File: config.mk
export PLATFORM = sky130hd
export DESIGN_NAME = instruction_stack
export DESIGN_NICKNAME = d
export VERILOG_FILES = /design/src/rtl/instruction_stack_pkg.sv /design/src/rtl/instruction_stack_mem.sv /design/src/rtl/instruction_stack.sv
export SDC_FILE = /design/constraint.sdc
export NUM_CORES = 1
export LEC_CHECK = 0
export BUFFER_PORTS_ARGS = -buffer_cell sky130_fd_sc_hd__buf_2
export CAP_MARGIN = 20
export CORE_ASPECT_RATIO = 1.75
export CORE_UTILIZATION = 45
export DETAILED_ROUTE_END_ITERATION = 16
export PLACE_DENSITY_LB_ADDON = 0.2
export SLEW_MARGIN = 20
export SYNTH_ARGS = -nofsm -noshare
export SYNTH_HDL_FRONTEND = slang
export SYNTH_SLANG_ARGS = --single-unit
export TNS_END_PERCENT = 10
File: constraint.sdc
create_clock -name clk -period 5.2 [get_ports clk]
set_input_delay 1.3 -clock clk [delete_from_list [all_inputs] [get_ports clk]]
set_output_delay 1.3 -clock clk [all_outputs]
set_load 0.03 [all_outputs]
File: src/rtl/instruction_stack_pkg.sv
// Shared constants for the CPU return-address stack.
// Latency: n/a (constants only).
// Backpressure: n/a.
// Contents: default pointer/data widths and the PC increment applied on a call.
package instruction_stack_pkg;

  // Default stack pointer width; depth is 2**ADDR_WIDTH entries.
  localparam int ADDR_WIDTH = 4;
  // Default PC / return-address width.
  localparam int DATA_WIDTH = 16;
  // Return address is the instruction after the call.
  localparam int PC_INC     = 1;

endpackage : instruction_stack_pkg

File: src/rtl/instruction_stack_mem.sv
// Register array holding return addresses; synchronous write, asynchronous read.
// Latency: write visible on rdata the cycle after the write edge; read is combinational.
// Backpressure: none, a write is accepted on every edge with we=1.
// Ports:
//   clk   - clock, write on rising edge
//   we    - write enable
//   waddr - write slot
//   wdata - value written
//   raddr - read slot
//   rdata - combinational read of mem[raddr]
module instruction_stack_mem #(
  parameter int addr_width = 4,
  parameter int data_width = 16
) (
  input  logic                  clk,
  input  logic                  we,
  input  logic [addr_width-1:0] waddr,
  input  logic [data_width-1:0] wdata,
  input  logic [addr_width-1:0] raddr,
  output logic [data_width-1:0] rdata
);

  localparam int DEPTH = 1 << addr_width;

  // Contents are intentionally not reset; count in the parent guards reads.
  logic [data_width-1:0] mem_q [DEPTH];

  always_ff @(posedge clk) begin
    if (we) begin
      mem_q[waddr] <= wdata;
    end
  end

  assign rdata = mem_q[raddr];

endmodule : instruction_stack_mem

File: src/rtl/instruction_stack.sv
// Hardware return-address stack: call pushes PC+1, rtrn pops into a registered output.
// Latency: push poppable the next edge; popped value on o_Stack right after the rtrn edge.
// Backpressure: none; overflow overwrites the oldest entry, rtrn on empty is ignored.
// Ports:
//   clk     - clock, all state updates on rising edge
//   rst     - synchronous active-high reset (priority over call/rtrn)
//   i_PC    - PC of the instruction issuing the call
//   call    - push request (wins over rtrn when both asserted)
//   rtrn    - pop request
//   o_Stack - return address from the most recent successful pop
module instruction_stack
  import instruction_stack_pkg::*;
#(
  parameter int addr_width = ADDR_WIDTH,
  parameter int data_width = DATA_WIDTH
) (
  input  logic                  clk,
  input  logic                  rst,
  input  logic [data_width-1:0] i_PC,
  input  logic                  call,
  input  logic                  rtrn,
  output logic [data_width-1:0] o_Stack
);

  // count value meaning "all slots valid"; also the saturation point.
  localparam logic [addr_width:0] FULL = {1'b1, {addr_width{1'b0}}};

  logic [addr_width-1:0] sp_q, sp_d;
  logic [addr_width:0]   count_q, count_d;
  logic [data_width-1:0] o_stack_q, o_stack_d;

  logic                  push;
  logic                  pop;
  logic                  mem_we;
  logic [addr_width-1:0] rd_addr;
  logic [data_width-1:0] rd_data;
  logic [data_width-1:0] ret_addr;

  // Wraps naturally at data_width bits, so a call at the top PC stores 0.
  assign ret_addr = i_PC + data_width'(PC_INC);
  // sp points at the next free slot, so the top of stack is one below it.
  assign rd_addr  = sp_q - addr_width'(1);
  assign mem_we   = push && !rst;

  always_comb begin
    sp_d      = sp_q;
    count_d   = count_q;
    o_stack_d = o_stack_q;
    push      = call;
    // call has priority; a pop needs at least one valid entry.
    pop       = rtrn && !call && (count_q != '0);

    if (push) begin
      // sp keeps wrapping on overflow so the oldest entry is overwritten.
      sp_d = sp_q + addr_width'(1);
      if (count_q != FULL) begin
        count_d = count_q + (addr_width + 1)'(1);
      end
    end else if (pop) begin
      sp_d      = sp_q - addr_width'(1);
      count_d   = count_q - (addr_width + 1)'(1);
      o_stack_d = rd_data;
    end
  end

  always_ff @(posedge clk) begin
    if (rst) begin
      sp_q      <= '0;
      count_q   <= '0;
      o_stack_q <= '0;
    end else begin
      sp_q      <= sp_d;
      count_q   <= count_d;
      o_stack_q <= o_stack_d;
    end
  end

  assign o_Stack = o_stack_q;

  instruction_stack_mem #(
    .addr_width(addr_width),
    .data_width(data_width)
  ) u_mem (
    .clk  (clk),
    .we   (mem_we),
    .waddr(sp_q),
    .wdata(ret_addr),
    .raddr(rd_addr),
    .rdata(rd_data)
  );

endmodule : instruction_stack

==> results of run 1 <==
layer usage:
layer	vias to the layer above	global-route usage [%]
met4	0	5.492
li1	2480	-
met2	137	37.85
met1	2942	23.95
met3	27	2.300
met5	-	0
state kept, by name, indices dropped and copies added, names as in the netlist:
register and count:
u_mem.mem_q 256, o_Stack 16, count_q 5, sp_q 4
worst min-delay path by stage:
stage | endpoint | slack (ps) | cells after the start
global route | o_Stack[3]$_SDFFE_PP0P_ | 490 | 1
CTS | o_Stack[10]$_SDFFE_PP0P_ | 480 | 1
detailed placement | o_Stack[10]$_SDFFE_PP0P_ | 460 | 1
global placement | o_Stack[4]$_SDFFE_PP0P_ | 450 | 1
finish | o_Stack[3]$_SDFFE_PP0P_ | 470 | 1
floorplan | count_q[3]$_SDFFE_PP0P_ | 490 | 2
worst max-delay path, stage by stage, from the launching register on:
cell	delay, ps
dfxtp_4	770
inv_1	240
ha_2	1150
buf_4	430
mux4_2	340
nand2_1	80
a21oi_1	140
a211o_1	280
power breakdown:
part	internal (mW)	total, mW	switching, mW	leakage, nW
registers	2.61	2.74	0.134	2.51
clock network	1.13	1.91	0.785	0.411
logic	0.658	1.60	0.938	1.34
logic make-up after synthesis:
family / share of synthesized area, %
AOI/OAI and AO/OA: 3.685
xor gates and xnor gates: 1.888
adders and majority gates: 1.191
and+or+nand+nor: 4.787
muxes: 13.21
DFF: 73.53
buffers and inverters: 1.708
final cells by class:
cell class / instances / area, sq um
clock buffers: 26 / 629.4
clock inverters: 18 / 221.5
fillers: 1898 / 11450
inverters: 5 / 18.77
multi-input cells: 290 / 2925
flip-flops and latches: 281 / 8192
well taps: 308 / 385.4
repair buffers: 51 / 295.3
cells in the final DEF (no fill, tap or decap), drive strengths merged, types with 16 or more instances in the layout:
cell type / count
edfxtp: 256
nand2: 77
mux4: 64
buf: 51
a21oi: 37
clkbuf: 26
nor2: 26
dfxtp: 25
a211o: 16
xnor2: 16
per-stage QoR:
stage               worst slack, ps  std cells  power [mW]  instance area [sq um]  hold WS, ps
global placement               1643        935       4.363                  11720        451.5
floorplan                      1764        606       3.931                  11140        491.6
CTS                            1536        979       6.323                  12610        475.8
finish                         1648        979       6.249                  12670        472.0
global route                   1419        979       6.522                  12670        488.2
detailed placement             1533        935       4.417                  11760        456.1
==> impl_metrics.tcl, run 1 <==
set metrics [dict create \
    status "completed" \
    chipHeight_um 210.1 \
    drive_gt1_share_pct 27.72 \
    grt_pass1_wl_um 36940 \
    mappedNetlistNets 636 \
    wl_met1_um 9125 \
    hold_buffers 0 \
    diodes 0 \
    drt-initial-drc-count 360 \
    coreArea_sq_um 24120 \
    wl_per_cell_um 24.86 \
    cts_max_level 1 \
    r2r_start "sp_q[0]$_SDFFE_PP0P_" \
    synth_top_area_share_pct 69.03 \
    worst-endpoint-arrival_ps 3950 \
    synthTopCellsByCount "edfxtp_1 (256), nand2_1 (77), mux4_2 (64)" \
    r2r_slack_ps 1650 \
    worst_pin_slew_ps 1156 \
    top_layer "met4" \
    fin_worst_skew_ps 10.56 \
    clockRootBuffer "clkbuf_16" \
    antenna_found_initial 0 \
    place_congestion 0.7866 \
    dieArea_sq_um 25400 \
    clock_latency_ps 510 \
    seq_area_frac_synth_pct 73.53 \
    hold_start "o_Stack[3]$_SDFFE_PP0P_" \
    yosysMostFrequentCell "edfxtp_1" \
    grt_max_degree 40 \
    dp_hpwl_um 15240 \
    path_max_fanout 39 \
    clockBufferDepth 3 \
    syn_inst 606 \
    maxCapViolCount 0 \
    totalWireLength_um 24340 \
    crit_type "reg2reg" \
    p_leak_nw 4.265 \
    io_pins 36 \
    wl_met3_um 1016 \
    cts-resized-gates 0 \
    crit_path_start "sp_q[0]$_SDFFE_PP0P_" \
    dr_wl_met2_um 13770 \
    clk_pin_slew_ps 70 \
    hold_path.class "reg2reg" \
    finalWorstPathRequiredPeriod_ps 3552 \
    fin_util_pct 52.52 \
    fin_tns_setup_ps 0 \
    syn2layout_area_growth_pct 13.75 \
    async_reset_ff_share_pct 0 \
    port_buffers 35 \
    r2r_cells 7 \
    grt_pass1_vias 6069 \
    avgSynthCellArea_sq_um 18.38 \
    numCtsBuffers 24 \
    synth_cell_types 37 \
    setup_viol 0 \
    cts_setup_buffers 0 \
    synth-seq-cells 281 \
    critPathLaunchType "flip-flop" \
    grt.total_usage_pct 20.12 \
    cp.required_ps 5600 \
    fin_crit_sh_pct 68.31 \
    yosysTopAreaCell "edfxtp_1" \
    cts_tree "built" \
    drv_slew 0 \
    max_freq_ghz 0.2815 \
    row_count 75 \
    synth-main-ff-cell "edfxtp_1" \
    drt_first_pass_iters 5 \
    viasPerCell 5.706 \
    peakVddDrop_mv 0.6130 \
    rr_endpoint "o_Stack[9]$_SDFFE_PP0P_" \
    power_density_nw_per_um2 493.3 \
    synth-edff-count 256 \
    die_w_um 120.9 \
    synth_area_leaders "edfxtp_1 (69%), mux4_2 (13%), dfxtp_1 (4.5%), nand2_1 (2.6%), a21oi_1 (1.6%)" \
    drc 0 \
    initial_core_util_pct 46.17 \
    cp-end-kind "flip-flop" \
    final_hold_viol_count 0 \
    rsz0062_at_grt "false" \
    max_slew_margin_pct 22.67 \
    cp-endpoint "o_Stack[9]$_SDFFE_PP0P_" \
    cts_sinks 281 \
    yosys_warnings 0 \
    vias 5586 \
    synth_area_sq_um 11140 \
    nets 683 \
    ant_nets 0 \
    overflow 0 \
]
Power figures use the tool's default switching activity.
==> inputs of run 2 (changes only) <==
ABC_AREA = 1   (was not set)
clock period = 3.55 ns   (was 5.2 ns; I/O delays follow)
==> run 2 against run 1 <==
Against the previous run:
- clock power grew 40%
- routed wire length grew 26%
- worst setup slack lost 650 ps
- final area grew 9.0%
- clock skew shrank 2.7 ps
- critical endpoint is now o_Stack[8]$_SDFFE_PP0P_
- global-route usage grew 2.7 points
- final cell count grew 64%
- largest cell class unchanged
- core utilization shrank 0.78 points
- highest routed layer unchanged
- maximum frequency grew 39%
- combinational power shrank 4%
==> impl_metrics.tcl, run 2 <==
set metrics [dict create \
    crit_type "reg2reg" \
    fin_worst_skew_ps 7.857 \
    regMostFlops "u_mem.mem_q" \
    totalWireLength_um 30610 \
    ant_nets 0 \
    dieArea_sq_um 28040 \
    crit_slowest_cell "buf_4" \
    clock_latency_ps 540 \
    nets 1294 \
    grt_max_degree 134 \
    worst-endpoint-arrival_ps 3030 \
    max_stage_delay_ps 460 \
    wl_per_cell_um 19.06 \
    status "completed" \
    row_count 79 \
    swShare_pct 29.00 \
    rr_endpoint "o_Stack[8]$_SDFFE_PP0P_" \
    synth-main-ff-cell "edfxtp_1" \
    numCtsBuffers 26 \
    rsz0062_at_grt "false" \
    switchingPower_mw 2.309 \
    synth_area_leaders "edfxtp_1 (62%), nand2_1 (11%), nand3_1 (6.5%), inv_1 (4.5%), dfxtp_1 (4.1%)" \
    r2r_slack_ps 1000 \
    r2r_start "sp_q[0]$_SDFFE_PP0P_" \
    peakVddDrop_mv 0.3417 \
    chipHeight_um 220.8 \
    drt_first_pass_iters 5 \
    clock_power_share_pct 33.5 \
    clockBufferDepth 3 \
    synth-seq-cells 281 \
    synth_top_area_share_pct 62.46 \
    synth-edff-count 256 \
    drt-initial-drc-count 671 \
    p_int_mw 5.655 \
    r2r_cells 11 \
    place_congestion 0.7827 \
    syn_inst 1218 \
    critPathLaunchType "flip-flop" \
    setup_viol 0 \
    port_buffers 35 \
    synth_area_sq_um 12310 \
    synthTopCellsByCount "nand2_1 (359), edfxtp_1 (256), nand3_1 (161)" \
    cts_tree "built" \
    layout_commonest_cell "nand2_1" \
    fin_crit_sh_pct 71.77 \
    hold_buffers 0 \
    coreArea_sq_um 26690 \
    drc 0 \
    mappedNetlistNets 1248 \
    yosysMostFrequentCell "nand2_1" \
    avgSynthCellArea_sq_um 10.10 \
    cts-resized-gates 0 \
    seq_area_frac_synth_pct 66.53 \
    place_ws_ps 883.1 \
    async_reset_ff_share_pct 0 \
    fillers 2397 \
    die_w_um 127.0 \
    fin_tns_setup_ps 0 \
    syn2layout_area_growth_pct 12.21 \
    power_frac_seq_pct 47.2 \
    pwr-share-comb_pct 19.2 \
    final_hold_viol_count 0 \
    cp_num_buf_inv 5 \
    final_cell_mix "nand2_1 (359), edfxtp_1 (256), nand3_1 (161), inv_1 (145), nor2_1 (101)" \
    dp_hpwl_um 18940 \
    grt.total_usage_pct 22.79 \
    grt_pass1_wl_um 47180 \
    cp.required_ps 4030 \
    diodes 0 \
    cts_setup_buffers 0 \
    p_leak_nw 5.727 \
    cp-end-kind "flip-flop" \
    initial_core_util_pct 46.11 \
    path_depth 11 \
    cts_sinks 281 \
    viasPerCell 5.199 \
    hold_path.class "reg2reg" \
    crit_path_start "sp_q[0]$_SDFFE_PP0P_" \
    drv_slew 0 \
    critPathMostFrequentCell "nand3_1" \
    clk_pin_slew_ps 70 \
    largest_register_ffs 256 \
    vias 8350 \
    io_pins 36 \
    cts_max_level 1 \
    cpLargestDelayFamily "buffers and inverters" \
    maxCapViolCount 0 \
    fin_ws_ps 1002 \
    path_cells "clkinv_2 > buf_4 > ha_2 > inv_2 > buf_4 > nand2_1 > nand3_1 > nand3_1 > nand3_1 > nand2_1 > inv_1" \
    worst_pin_slew_ps 889.5 \
    hold_start "count_q[4]$_SDFFE_PP0P_" \
    cp-endpoint "o_Stack[8]$_SDFFE_PP0P_" \
    finalWorstPathRequiredPeriod_ps 2548 \
    synth_cell_types 29 \
    path_max_fanout 34 \
    overflow 0 \
    clockRootBuffer "clkbuf_16" \
    drive_gt1_share_pct 11.00 \
    yosys_warnings 0 \
    grt_pass1_vias 8166 \
    max_slew_margin_pct 40.65 \
    antenna_found_initial 0 \
    max_freq_ghz 0.3925 \
    power_density_nw_per_um2 576.7 \
    yosysTopAreaCell "edfxtp_1" \
]
==> run 2: power groups by stage <==
stage / Sequential, mW / Combinational, mW / Clock (mW)
finish: 3.76 / 1.53 / 2.67
global route: 3.77 / 1.69 / 2.83
CTS: 3.76 / 1.53 / 2.73
detailed placement: 3.83 / 1.52 / 0
global placement: 3.83 / 1.51 / 0
floorplan: 3.86 / 0.975 / 0
==> run 2: layer usage <==
metal | wire (um) | up-vias | share of wire (%) | global-route usage [%]
li1 | - | 4060 | - | -
met1 | 12370 | 4018 | 40 | 27.48
met2 | 16220 | 214 | 53 | 42.14
met3 | 1185 | 58 | 3.9 | 2.031
met4 | 840 | 0 | 2.7 | 8.532
met5 | 0 | - | 0 | 0
==> run 2: through the flow <==
| step | cells | hold slack [ps] | instance area (sq um) | utilization, % | power, mW |
|---|---|---|---|---|---|
| global route | 1606 | 556.9 | 13810 | 51.74 | 8.292 |
| floorplan | 1218 | 456.6 | 12310 | - | 4.836 |
| finish | 1606 | 498.0 | 13810 | 51.74 | 7.964 |
| global placement | 1559 | 484.4 | 12980 | 48.64 | 5.346 |
| detailed placement | 1559 | 489.5 | 12980 | 48.64 | 5.357 |
| CTS | 1605 | 499.7 | 13780 | 51.64 | 8.017 |
==> run 2: cell families (layout without fill, tap and decap cells) <==
logic type / after synthesis / after routing / share of synthesized area (%)
XOR/XNOR: 18 / 18 / 1.403
AO/OA/AOI/OAI: 53 / 53 / 2.227
buffers and inverters: 205 / 269 / 7.005
adder cells (fa/ha/maj): 10 / 10 / 1.078
AND/OR/NAND/NOR: 651 / 651 / 21.76
flip-flops: 281 / 281 / 66.53
==> run 2: final cells by class <==
class / instances / area (sq um) / area share [%]
sequential: 281 / 8192 / 59.32
multi-input combinational: 732 / 3333 / 24.14
clock buffer: 34 / 721.9 / 5.228
inverter: 148 / 556.8 / 4.032
timing repair buffer: 75 / 520.5 / 3.769
tap: 324 / 405.4 / 2.936
clock inverter: 12 / 80.08 / 0.5799
==> run 2: worst min path at each step <==
| stage | to | depth (start not counted) | slack, ps |
|---|---|---|---|
| 2_1_floorplan | count_q[3]$_SDFFE_PP0P_ | 2 | 460 |
| 3_3_place_gp | count_q[4]$_SDFFE_PP0P_ | 2 | 480 |
| 3_5_place_dp | count_q[4]$_SDFFE_PP0P_ | 2 | 490 |
| 4_1_cts | count_q[4]$_SDFFE_PP0P_ | 2 | 500 |
| 5_1_grt | count_q[3]$_SDFFE_PP0P_ | 2 | 560 |
| 6_report | count_q[4]$_SDFFE_PP0P_ | 2 | 500 |
==> run 2: tightest hold or removal path, stage by stage, from the launching register on <==
cell and delay, ps:
dfxtp_1 330, nand2_1 70, a21oi_1 50
